[src/rtl/serial_compare_unit_pkg.sv]
// Shared definitions for the serial compare unit.
//   cmp_op_e    : 4-bit relational operation codes
//   cmp_state_e : controller states (IDLE, SCAN, DONE)
//   op_is_const : op result does not depend on the operands
//   op_is_signed: op compares operands as two's complement
//   op_result   : final predicate from the scan outcome (eq/lt) and the op
package cmp_pkg;

  typedef enum logic [3:0] {
    OP_EQZ = 4'b0000,  // A == 0
    OP_NEZ = 4'b0001,  // A != 0
    OP_ONE = 4'b0010,  // constant 1
    OP_SGE = 4'b0011,
    OP_SLT = 4'b0100,
    OP_UGE = 4'b0101,
    OP_ULT = 4'b0110,
    OP_EQ  = 4'b0111,
    OP_NE  = 4'b1000,
    OP_SGT = 4'b1001,
    OP_UGT = 4'b1010,
    OP_SLE = 4'b1011,
    OP_ULE = 4'b1100,
    OP_Z13 = 4'b1101,  // constant 0
    OP_Z14 = 4'b1110,  // constant 0
    OP_Z15 = 4'b1111   // constant 0
  } cmp_op_e;

  typedef enum logic [1:0] {
    IDLE = 2'd0,
    SCAN = 2'd1,
    DONE = 2'd2
  } cmp_state_e;

  function automatic logic op_is_const(input cmp_op_e op);
    return (op == OP_ONE) || (op == OP_Z13) || (op == OP_Z14) || (op == OP_Z15);
  endfunction

  function automatic logic op_is_signed(input cmp_op_e op);
    return (op == OP_SGE) || (op == OP_SLT) || (op == OP_SGT) || (op == OP_SLE);
  endfunction

  // eq/lt describe A versus B after the scan; signed ops already had their
  // sign bits flipped, so signed and unsigned share the same decode.
  function automatic logic op_result(input logic eq, input logic lt, input cmp_op_e op);
    logic gt;
    logic res;
    gt  = !eq && !lt;
    res = 1'b0;
    case (op)
      OP_EQZ, OP_EQ:          res = eq;
      OP_NEZ, OP_NE:          res = !eq;
      OP_ONE:                 res = 1'b1;
      OP_SGE, OP_UGE:         res = !lt;
      OP_SLT, OP_ULT:         res = lt;
      OP_SGT, OP_UGT:         res = gt;
      OP_SLE, OP_ULE:         res = lt || eq;
      default:                res = 1'b0;
    endcase
    return res;
  endfunction

endpackage

[src/rtl/serial_compare_unit_if.sv]
// Request/response bundle of the serial compare unit.
//   in_valid/in_ready   : request handshake carrying in1, in2, control
//   out_valid/out_ready : response handshake carrying predicate
//   busy                : a request is in flight
// master = requester/consumer side, slave = compare unit side.
interface serial_compare_unit_if #(
  parameter int WIDTH = 32
);
  logic             in_valid;
  logic             in_ready;
  logic [WIDTH-1:0] in1;
  logic [WIDTH-1:0] in2;
  logic [3:0]       control;
  logic             out_valid;
  logic             out_ready;
  logic             predicate;
  logic             busy;

  modport master (
    output in_valid, in1, in2, control, out_ready,
    input  in_ready, out_valid, predicate, busy
  );

  modport slave (
    input  in_valid, in1, in2, control, out_ready,
    output in_ready, out_valid, predicate, busy
  );
endinterface

[src/rtl/serial_compare_unit_chunk_cmp.sv]
// Unsigned comparison of one CHUNK-bit slice.
//   a, b : operand slices
//   eq   : a == b
//   lt   : a <  b (unsigned)
module chunk_cmp #(
  parameter int CHUNK = 8
) (
  input  logic [CHUNK-1:0] a,
  input  logic [CHUNK-1:0] b,
  output logic             eq,
  output logic             lt
);
  assign eq = (a == b);
  assign lt = (a < b);
endmodule

[src/rtl/serial_compare_unit.sv]
// Multi-cycle relational compare unit. Operands are compared CHUNK bits per
// cycle starting at the MSB chunk; with EARLY_EXIT the scan stops at the
// first differing chunk.
//   clk, rst_n : clock, asynchronous active-low reset
//   bus        : serial_compare_unit_if slave (request in, predicate out)
module serial_compare_unit
  import cmp_pkg::*;
#(
  parameter int WIDTH      = 32,
  parameter int CHUNK      = 8,
  parameter int EARLY_EXIT = 1
) (
  input  logic                  clk,
  input  logic                  rst_n,
  serial_compare_unit_if.slave  bus
);

  localparam int NCHUNK = WIDTH / CHUNK;
  localparam int IDX_W  = (NCHUNK > 1) ? $clog2(NCHUNK) : 1;
  localparam logic [IDX_W-1:0] IDX_TOP = IDX_W'(NCHUNK - 1);

  localparam logic [1:0] ST_IDLE = IDLE;
  localparam logic [1:0] ST_SCAN = SCAN;
  localparam logic [1:0] ST_DONE = DONE;

  generate
    if ((WIDTH % CHUNK) != 0 || NCHUNK < 1) begin : g_bad_width
      $error("serial_compare_unit: WIDTH must be a positive multiple of CHUNK");
    end
  endgenerate

  logic [1:0]       state;
  logic [WIDTH-1:0] a_r;
  logic [WIDTH-1:0] b_r;
  cmp_op_e          op_r;
  logic [IDX_W-1:0] idx;
  logic             eq_r;
  logic             lt_r;
  logic             pred_r;

  cmp_op_e          op_in;
  logic [WIDTH-1:0] a_in;
  logic [WIDTH-1:0] b_in;
  logic [WIDTH-1:0] a_sh;
  logic [WIDTH-1:0] b_sh;
  logic             chunk_eq;
  logic             chunk_lt;
  logic             eq_nxt;
  logic             lt_nxt;
  logic             scan_end;

  // Capture-side operand conditioning: zero-tests compare A against 0, and
  // signed ops flip the sign bit so the chunk compare can stay unsigned.
  always_comb begin
    op_in = cmp_op_e'(bus.control);
    a_in  = bus.in1;
    b_in  = ((op_in == OP_EQZ) || (op_in == OP_NEZ)) ? '0 : bus.in2;
    if (op_is_signed(op_in)) begin
      a_in[WIDTH-1] = ~a_in[WIDTH-1];
      b_in[WIDTH-1] = ~b_in[WIDTH-1];
    end
  end

  assign a_sh = a_r >> (CHUNK * int'(idx));
  assign b_sh = b_r >> (CHUNK * int'(idx));

  chunk_cmp #(.CHUNK(CHUNK)) u_chunk_cmp (
    .a  (a_sh[CHUNK-1:0]),
    .b  (b_sh[CHUNK-1:0]),
    .eq (chunk_eq),
    .lt (chunk_lt)
  );

  // Only the first differing chunk decides lt; once eq_r drops, later
  // chunks (scanned when EARLY_EXIT=0) cannot change the outcome.
  always_comb begin
    eq_nxt   = eq_r && chunk_eq;
    lt_nxt   = (eq_r && !chunk_eq) ? chunk_lt : lt_r;
    scan_end = (idx == '0) || ((EARLY_EXIT != 0) && !chunk_eq);
  end

  always_ff @(posedge clk or negedge rst_n) begin
    if (!rst_n) begin
      state  <= ST_IDLE;
      a_r    <= '0;
      b_r    <= '0;
      op_r   <= OP_EQZ;
      idx    <= '0;
      eq_r   <= 1'b0;
      lt_r   <= 1'b0;
      pred_r <= 1'b0;
    end else begin
      case (state)
        ST_IDLE: begin
          if (bus.in_valid) begin
            a_r  <= a_in;
            b_r  <= b_in;
            op_r <= op_in;
            idx  <= IDX_TOP;
            eq_r <= 1'b1;
            lt_r <= 1'b0;
            if (op_is_const(op_in)) begin
              pred_r <= op_result(1'b1, 1'b0, op_in);
              state  <= ST_DONE;
            end else begin
              state  <= ST_SCAN;
            end
          end
        end
        ST_SCAN: begin
          eq_r <= eq_nxt;
          lt_r <= lt_nxt;
          if (scan_end) begin
            pred_r <= op_result(eq_nxt, lt_nxt, op_r);
            state  <= ST_DONE;
          end else begin
            idx <= idx - 1'b1;
          end
        end
        ST_DONE: begin
          if (bus.out_ready) begin
            state <= ST_IDLE;
          end
        end
        default: state <= ST_IDLE;
      endcase
    end
  end

  assign bus.in_ready  = (state == ST_IDLE);
  assign bus.out_valid = (state == ST_DONE);
  assign bus.busy      = (state != ST_IDLE);
  assign bus.predicate = pred_r;

endmodule

[src/flat_wrapper.sv]
// flat-port wrapper written by rule: the top's interface ports become plain ports
module serial_compare_unit_flat import cmp_pkg::*;
#(
  parameter int WIDTH      = 32,
  parameter int CHUNK      = 8,
  parameter int EARLY_EXIT = 1
)
  (clk, rst_n, bus_in_valid, bus_in1, bus_in2, bus_control, bus_out_ready, bus_in_ready, bus_out_valid, bus_predicate, bus_busy);
  serial_compare_unit_if #(.WIDTH(WIDTH)) bus_i ();
  input  logic clk;
  input  logic rst_n;
  input wire logic [$bits(bus_i.in_valid)-1:0] bus_in_valid;
  input wire logic [$bits(bus_i.in1)-1:0] bus_in1;
  input wire logic [$bits(bus_i.in2)-1:0] bus_in2;
  input wire logic [$bits(bus_i.control)-1:0] bus_control;
  input wire logic [$bits(bus_i.out_ready)-1:0] bus_out_ready;
  output wire logic [$bits(bus_i.in_ready)-1:0] bus_in_ready;
  output wire logic [$bits(bus_i.out_valid)-1:0] bus_out_valid;
  output wire logic [$bits(bus_i.predicate)-1:0] bus_predicate;
  output wire logic [$bits(bus_i.busy)-1:0] bus_busy;
  assign bus_i.in_valid = bus_in_valid;
  assign bus_i.in1 = bus_in1;
  assign bus_i.in2 = bus_in2;
  assign bus_i.control = bus_control;
  assign bus_i.out_ready = bus_out_ready;
  assign bus_in_ready = bus_i.in_ready;
  assign bus_out_valid = bus_i.out_valid;
  assign bus_predicate = bus_i.predicate;
  assign bus_busy = bus_i.busy;
  serial_compare_unit #(.WIDTH(WIDTH), .CHUNK(CHUNK), .EARLY_EXIT(EARLY_EXIT)) u_core (.clk(clk), .rst_n(rst_n), .bus(bus_i));
endmodule
[config.mk]
export PLATFORM = sky130hd
export DESIGN_NAME = serial_compare_unit_flat
export DESIGN_NICKNAME = d
export VERILOG_FILES = /design/src/rtl/serial_compare_unit_pkg.sv /design/src/rtl/serial_compare_unit_if.sv /design/src/rtl/serial_compare_unit_chunk_cmp.sv /design/src/rtl/serial_compare_unit.sv /design/src/flat_wrapper.sv
export SDC_FILE = /design/constraint.sdc
export NUM_CORES = 1
export LEC_CHECK = 0
export ABC_AREA = 1
export BUFFER_PORTS_ARGS = -buffer_cell sky130_fd_sc_hd__buf_2
export CAP_MARGIN = 20
export CORE_MARGIN = 2
export CORE_UTILIZATION = 40
export DETAILED_ROUTE_END_ITERATION = 8
export PLACE_DENSITY = 0.73
export SYNTH_ARGS = -nofsm -noshare
export SYNTH_HDL_FRONTEND = slang
export SYNTH_HIERARCHICAL = 1
export SYNTH_SLANG_ARGS = --single-unit
[constraint.sdc]
create_clock -name clk -period 4.1 [get_ports clk]
set_input_delay 0.205 -clock clk [delete_from_list [all_inputs] [get_ports clk]]
set_output_delay 0.205 -clock clk [all_outputs]
set_load 0.01 [all_outputs]
Word-level counts from Yosys, hierarchy flattened
Memories as Yosys holds them, arrays and structs flattened.
Index checks and enable logic that the tools add are counted.
{"block": "classes", "addsub": 1, "reduce_logical": 32, "mux": 21, "bitwise_logic": 2, "n_shift": 2, "n_eq_ne": 29, "magnitude_cmp": 1}
{"op": "32-bit by 5-bit >> shifter with 8-bit output", "n": 2}
{"op": "4-bit == test, second input constant", "n": 10}
{"op": "32-bit 2-to-1 mux", "n": 1}
{"op": "4-bit by 3-bit == test with 1-bit output, second input constant", "n": 5}
{"op": "4-bit by 2-bit == test with 1-bit output, second input constant", "n": 4}
{"op": "2-bit 2-to-1 mux", "n": 6}
{"op": "2-bit OR reduction", "n": 6}
{"op": "1-bit logical OR", "n": 9}
{"op": "4-bit by 1-bit == test with 1-bit output, second input constant", "n": 2}
{"op": "8-bit == test", "n": 1}
{"op": "4-bit logical NOT", "n": 2}
{"op": "8-bit < comparator", "n": 1}
{"op": "1-bit 2-to-1 mux", "n": 8}
{"op": "1-bit one-hot mux with 7 select lines", "n": 1}
{"op": "2-bit != test, second input constant", "n": 3}
{"op": "1-bit one-hot mux with 2 select lines", "n": 3}
{"op": "2-bit one-hot mux with 3 select lines", "n": 1}
{"op": "3-bit AND reduction", "n": 2}
{"op": "2-bit logical NOT", "n": 2}
{"op": "2-bit by 1-bit != test with 1-bit output, second input constant", "n": 2}
{"op": "2-bit one-hot mux with 2 select lines", "n": 1}
{"op": "2-bit AND reduction", "n": 2}
{"op": "4-bit AND reduction", "n": 1}
{"op": "2-bit nonzero test", "n": 2}
{"op": "6 further kinds", "n": 11}
{"block": "word_totals", "rom_bits": 16, "input_bits": 72, "output_inout_bits": 4, "memories": 1, "reg_bits": 75}
{"memory": "(name not given)", "depth": 16, "width": 1, "rd": 1, "rd_ports_with_merged_regs": 0, "write_ports": 0, "line": "serial_compare_unit_pkg.sv:49", "rtl": "case (op)"}

Depth between registers and ports, before layout
{"block": "logic_depth", "depth_word": 10, "depth_mapped": 22}

Hierarchy
Netlist, hierarchy kept.
{"module": "serial_compare_unit", "instances": 1, "area_each_um2": 3646.0, "cells_each": 483}
{"module": "chunk_cmp", "instances": 1, "area_each_um2": 221.5, "cells_each": 37}

Worst setup path before layout
OpenSTA, ideal clock, no wires.
{"block": "synth_path", "path_type": "reg-to-reg", "startpoint": "register u_core.idx[1]", "endpoint": "register u_core.state[1]", "stages_incl_launch_ff": 19, "arrival_ns": 2.294, "required_time_ns": 3.976, "path_buffers": 1, "slack_ns": 1.681, "setup_time_ns": 0.124, "path_cell_list": "dfrtp_1 -> inv_1 -> clkbuf_1 -> o21ai_0 -> o22ai_1 -> inv_1 -> ha_1 -> nand2_1 -> inv_1 -> nand3_1 -> nor3_2 -> inv_1 -> nor2_1 -> nand2_1 -> o21ai_1 -> nor2_1 -> nand2_1 -> inv_1 -> or2_1"}
{"block": "synth_between", "elab_chain_len": 6}
{"item": "start, declared", "line": "serial_compare_unit.sv:36", "rtl": "logic [IDX_W-1:0] idx;"}
{"item": "start signal, assigned", "line": "serial_compare_unit.sv:117", "rtl": "idx <= idx - 1'b1;"}
{"item": "32-bit by 5-bit >> shifter with 8-bit output", "line": "serial_compare_unit.sv:65", "rtl": "assign b_sh = b_r >> (CHUNK * int'(idx));"}
{"item": "net u_core.b_sh[3]", "line": "serial_compare_unit.sv:45", "rtl": "logic [WIDTH-1:0] b_sh;"}
{"item": "8-bit == test", "line": "serial_compare_unit_chunk_cmp.sv:13", "rtl": "assign eq = (a == b);"}
{"item": "net u_core.chunk_eq", "line": "serial_compare_unit.sv:46", "rtl": "logic chunk_eq;"}
{"item": "1-bit logical NOT", "line": "serial_compare_unit.sv:79", "rtl": "scan_end = (idx == '0) || ((EARLY_EXIT != 0) && !chunk_eq);"}
{"item": "1-bit logical OR", "line": "serial_compare_unit.sv:79"}
{"item": "2-bit by 1-bit != test with 1-bit output (no line)"}
{"item": "3-bit AND reduction (no line)"}
{"item": "end signal, assigned", "line": "serial_compare_unit.sv:84", "rtl": "state <= ST_IDLE;"}
{"item": "end signal, assigned", "line": "serial_compare_unit.sv:104", "rtl": "state <= ST_DONE;"}
{"item": "end signal, assigned", "line": "serial_compare_unit.sv:106", "rtl": "state <= ST_SCAN;"}
{"item": "end, declared", "line": "serial_compare_unit.sv:32", "rtl": "logic [1:0] state;"}
The timed path passes the listed nets, and every way through them passes these cells.
A chain may end at the register's enable or synchronous reset.

Final worst setup path
Same ends and word-level chain as after synthesis.

==> results.py <==
metrics = {
    "run_status": {
        "status": "finished with violations",
        "violations": "hold timing",
    },
    "logic_synthesis": {
        "synth_seq_cells": 75,
        "avgSynthCellArea_sq_um": 7.44,
        "ys_warn_count": 6,
        "ys_seq_area_share_pct": 48.5,
        "synth_top_family_by_area": "simple AND/OR/NAND/NOR gates",
        "synth.top_cell.area_share_pct": 48.5,
        "synthAdderAreaFrac_pct": 2.91,
        "synth.largest_area_cell": "dfrtp_1",
        "yosys.area_share.simple_pct": 31.9,
        "synthTopCellsByArea": "dfrtp_1 (49%), nand2_1 (20%), o21ai_0 (6.1%)",
        "synth.distinct_cells": 25,
        "synth_fp_nets": 601,
        "synthesis.area_sq_um": 3870,
        "synth_compound_area_share_pct": 9.87,
        "muxShareOfSynthArea_pct": 0,
        "synth-xor-area-share_pct": 0.453,
        "synthCells": 520,
    },
    "detailed_routing": {
        "vias_per_cell": 4.95,
        "drt_first_iter_violations": 219,
        "detail-route-antenna-nets": 0,
        "drt-total-wl_microns": 9550,
        "wl_per_cell_microns": 13.3,
        "num_vias": 3566,
        "drt_pass1_iterations": 4,
        "drc": 0,
    },
    "placed_design": {
        "post-place-cells": 702,
        "hpwlAfterDp_microns": 6730,
        "port-buffer-count": 75,
        "place_ws_ps": 1220,
        "globalplace.congestion": 0.824,
    },
    "clock_network": {
        "ctsResizeCount": 0,
        "post_cts_buffers": 0,
        "cts_root_buffer": "clkbuf_8",
        "htreeDepth": 3,
        "ctsLongestPathBuffers": 2,
        "hold_buffers": 0,
        "clock-sinks": 75,
        "cts_tree": "yes",
        "clk_pin_slew_worst_paths_ps": 80,
        "clkLatencyLatePin_ps": 350,
        "cts_buffers": 9,
    },
    "floorplan": {
        "design.core.area_sq_um": 9330,
        "die-area_sq_um": 10500,
        "die-width_microns": 102,
        "initial_core_util_pct": 41.5,
        "dieHeight_microns": 102,
        "num_rows": 35,
        "num_io_pins": 76,
    },
    "worst_setup_path": {
        "reg2reg_depth": 15,
        "cp-start-kind": "register",
        "critical_path_class": "reg -> reg",
        "cp_max_fo": 18,
        "r2r_setup_slack_ps": 1170,
        "critPathRequiredTime_ps": 4340,
        "critPathCaptureType": "register",
        "critPathArrivalTime_ps": 3170,
    },
    "timing": {
        "worstMarginPinSlew_ps": 936,
        "max_freq_mhz": 342,
        "rsz0062_at_grt": "false",
        "whs_ps": -17.4,
        "period_needed_ps": 2930,
        "min_period_over_period_pct": 71.4,
        "slew_headroom_pct": 37.6,
        "fin_setup_tns_ps": 0,
        "layout_setup_ws_ps": 1170,
        "hold_violations": 17,
        "drv_slew": 0,
        "setup_viol": 0,
        "fin_skew_ps": 8.43,
    },
    "finish": {
        "drive_gt1_share_pct": 17.4,
        "areaGrowthSynthToFinish_pct": 18.5,
        "fin_cells": 720,
        "final_cell_mix": "nand2_1 (204), dfrtp_1 (75), buf_2 (74)",
        "fin_nets": 667,
        "antenna_cells": 0,
        "layout_commonest_cell": "nand2_1",
    },
    "global_route": {
        "grt_pass1_wl_microns": 15700,
        "antenna_found_initial": 0,
        "grt_max_degree": 76,
        "globalRouteTotalUtil_pct": 19.1,
        "grt_overflow": 0,
        "grt_pass1_vias": 3445,
    },
    "job": {
        "drv_cap": 0,
    },
    "worst_hold_path": {
        "min_path_type": "in -> async",
    },
    "power_and_ir_drop": {
        "peakVddDrop_mv": 0.282,
        "p_leak_nw": 2.49,
        "p_per_area_nw_per_um2": 841,
    },
}
## per-stage QoR
step                total power [W]  hold slack (ps)  instance area, sq um  util [%]
CTS                         0.00384             29.4                  4550      48.8
floorplan                   0.00267            -90.6                  3870         -
finish                      0.00385            -17.4                  4580      49.1
global placement            0.00304              401                  4310      46.2
detailed placement          0.00314              405                  4310      46.2
global route                0.00423             62.7                  4580      49.1
## worst max-delay path, stage by stage, from the launching register on
cell,delay (ps)
dfrtp_1,560
inv_1,440
o21ai_0,210
o22ai_1,180
inv_1,70
ha_1,300
nand2_1,100
nor3_2,190
inv_1,90
nor2_1,90
nand2_1,100
o21ai_1,90
nor2_1,60
nand2_1,100
inv_1,50
or2_1,190
## area by class of cell
class | instances | area [sq um]
inverters | 33 | 124
repair buffers | 80 | 435
multi-input cells | 387 | 1740
fillers | 923 | 4740
flip-flops and latches | 75 | 1880
clock inverters | 5 | 100
well taps | 129 | 161
clock buffers | 11 | 141
## where the power goes
part	switching (W)	internal, W
combinational	0.00113	0.000671
sequential	0.000261	0.00110
clock	0.000270	0.000419
## cell families after synthesis
family | after synthesis
buf+inv | 58
compound gates | 72
simple gates | 304
xor+xnor | 2
flops | 75
fa+ha+maj | 9
## path summary, 6_finish.rpt
kind                                     start               to
worst max register to register   u_core/idx[1]  u_core/state[1]
min in group clk                   bus_in1[12]   u_core/a_r[12]
max in group asynchronous                rst_n   u_core/b_r[20]
worst min register to register  u_core/a_r[17]   u_core/a_r[17]
worst min-delay path                     rst_n   u_core/a_r[11]
worst max-delay path             u_core/idx[1]  u_core/state[1]
## synth_stat cells
cell type / instances
nand2_1: 204
dfrtp_1: 75
nor2_1: 50
o21ai_0: 47
nand3_1: 42
inv_1: 29
o22ai_1: 16
buf_2: 11
clkbuf_1: 11
ha_1: 9
a21oi_1: 7
inv_2: 3
nor2_4: 3
buf_4: 2
a31oi_1: 1
buf_6: 1
clkinv_1: 1
nand2_2: 1
nand3b_1: 1
nor3_1: 1
nor3_2: 1
o21ai_1: 1
or2_1: 1
xnor2_1: 1
xor2_1: 1
## state kept, by name, summed over array words and instances (netlist names)
register,cells
u_core/a_r,32
u_core/b_r,32
u_core/op_r,4
u_core/idx,2
u_core/state,2
u_core/bus.predicate,1
u_core/eq_r,1
u_core/lt_r,1
## metal layers
layer | share of wire (%) | global-route usage [%] | up-vias | routed length [microns]
met5 | 0 | 0 | - | 0
met4 | 1.9 | 6.05 | 0 | 185
met3 | 4.5 | 4.24 | 12 | 433
met2 | 48 | 31.2 | 96 | 4550
met1 | 46 | 25.6 | 1660 | 4380
li1 | - | - | 1798 | -
Power figures use the tool's default switching activity.
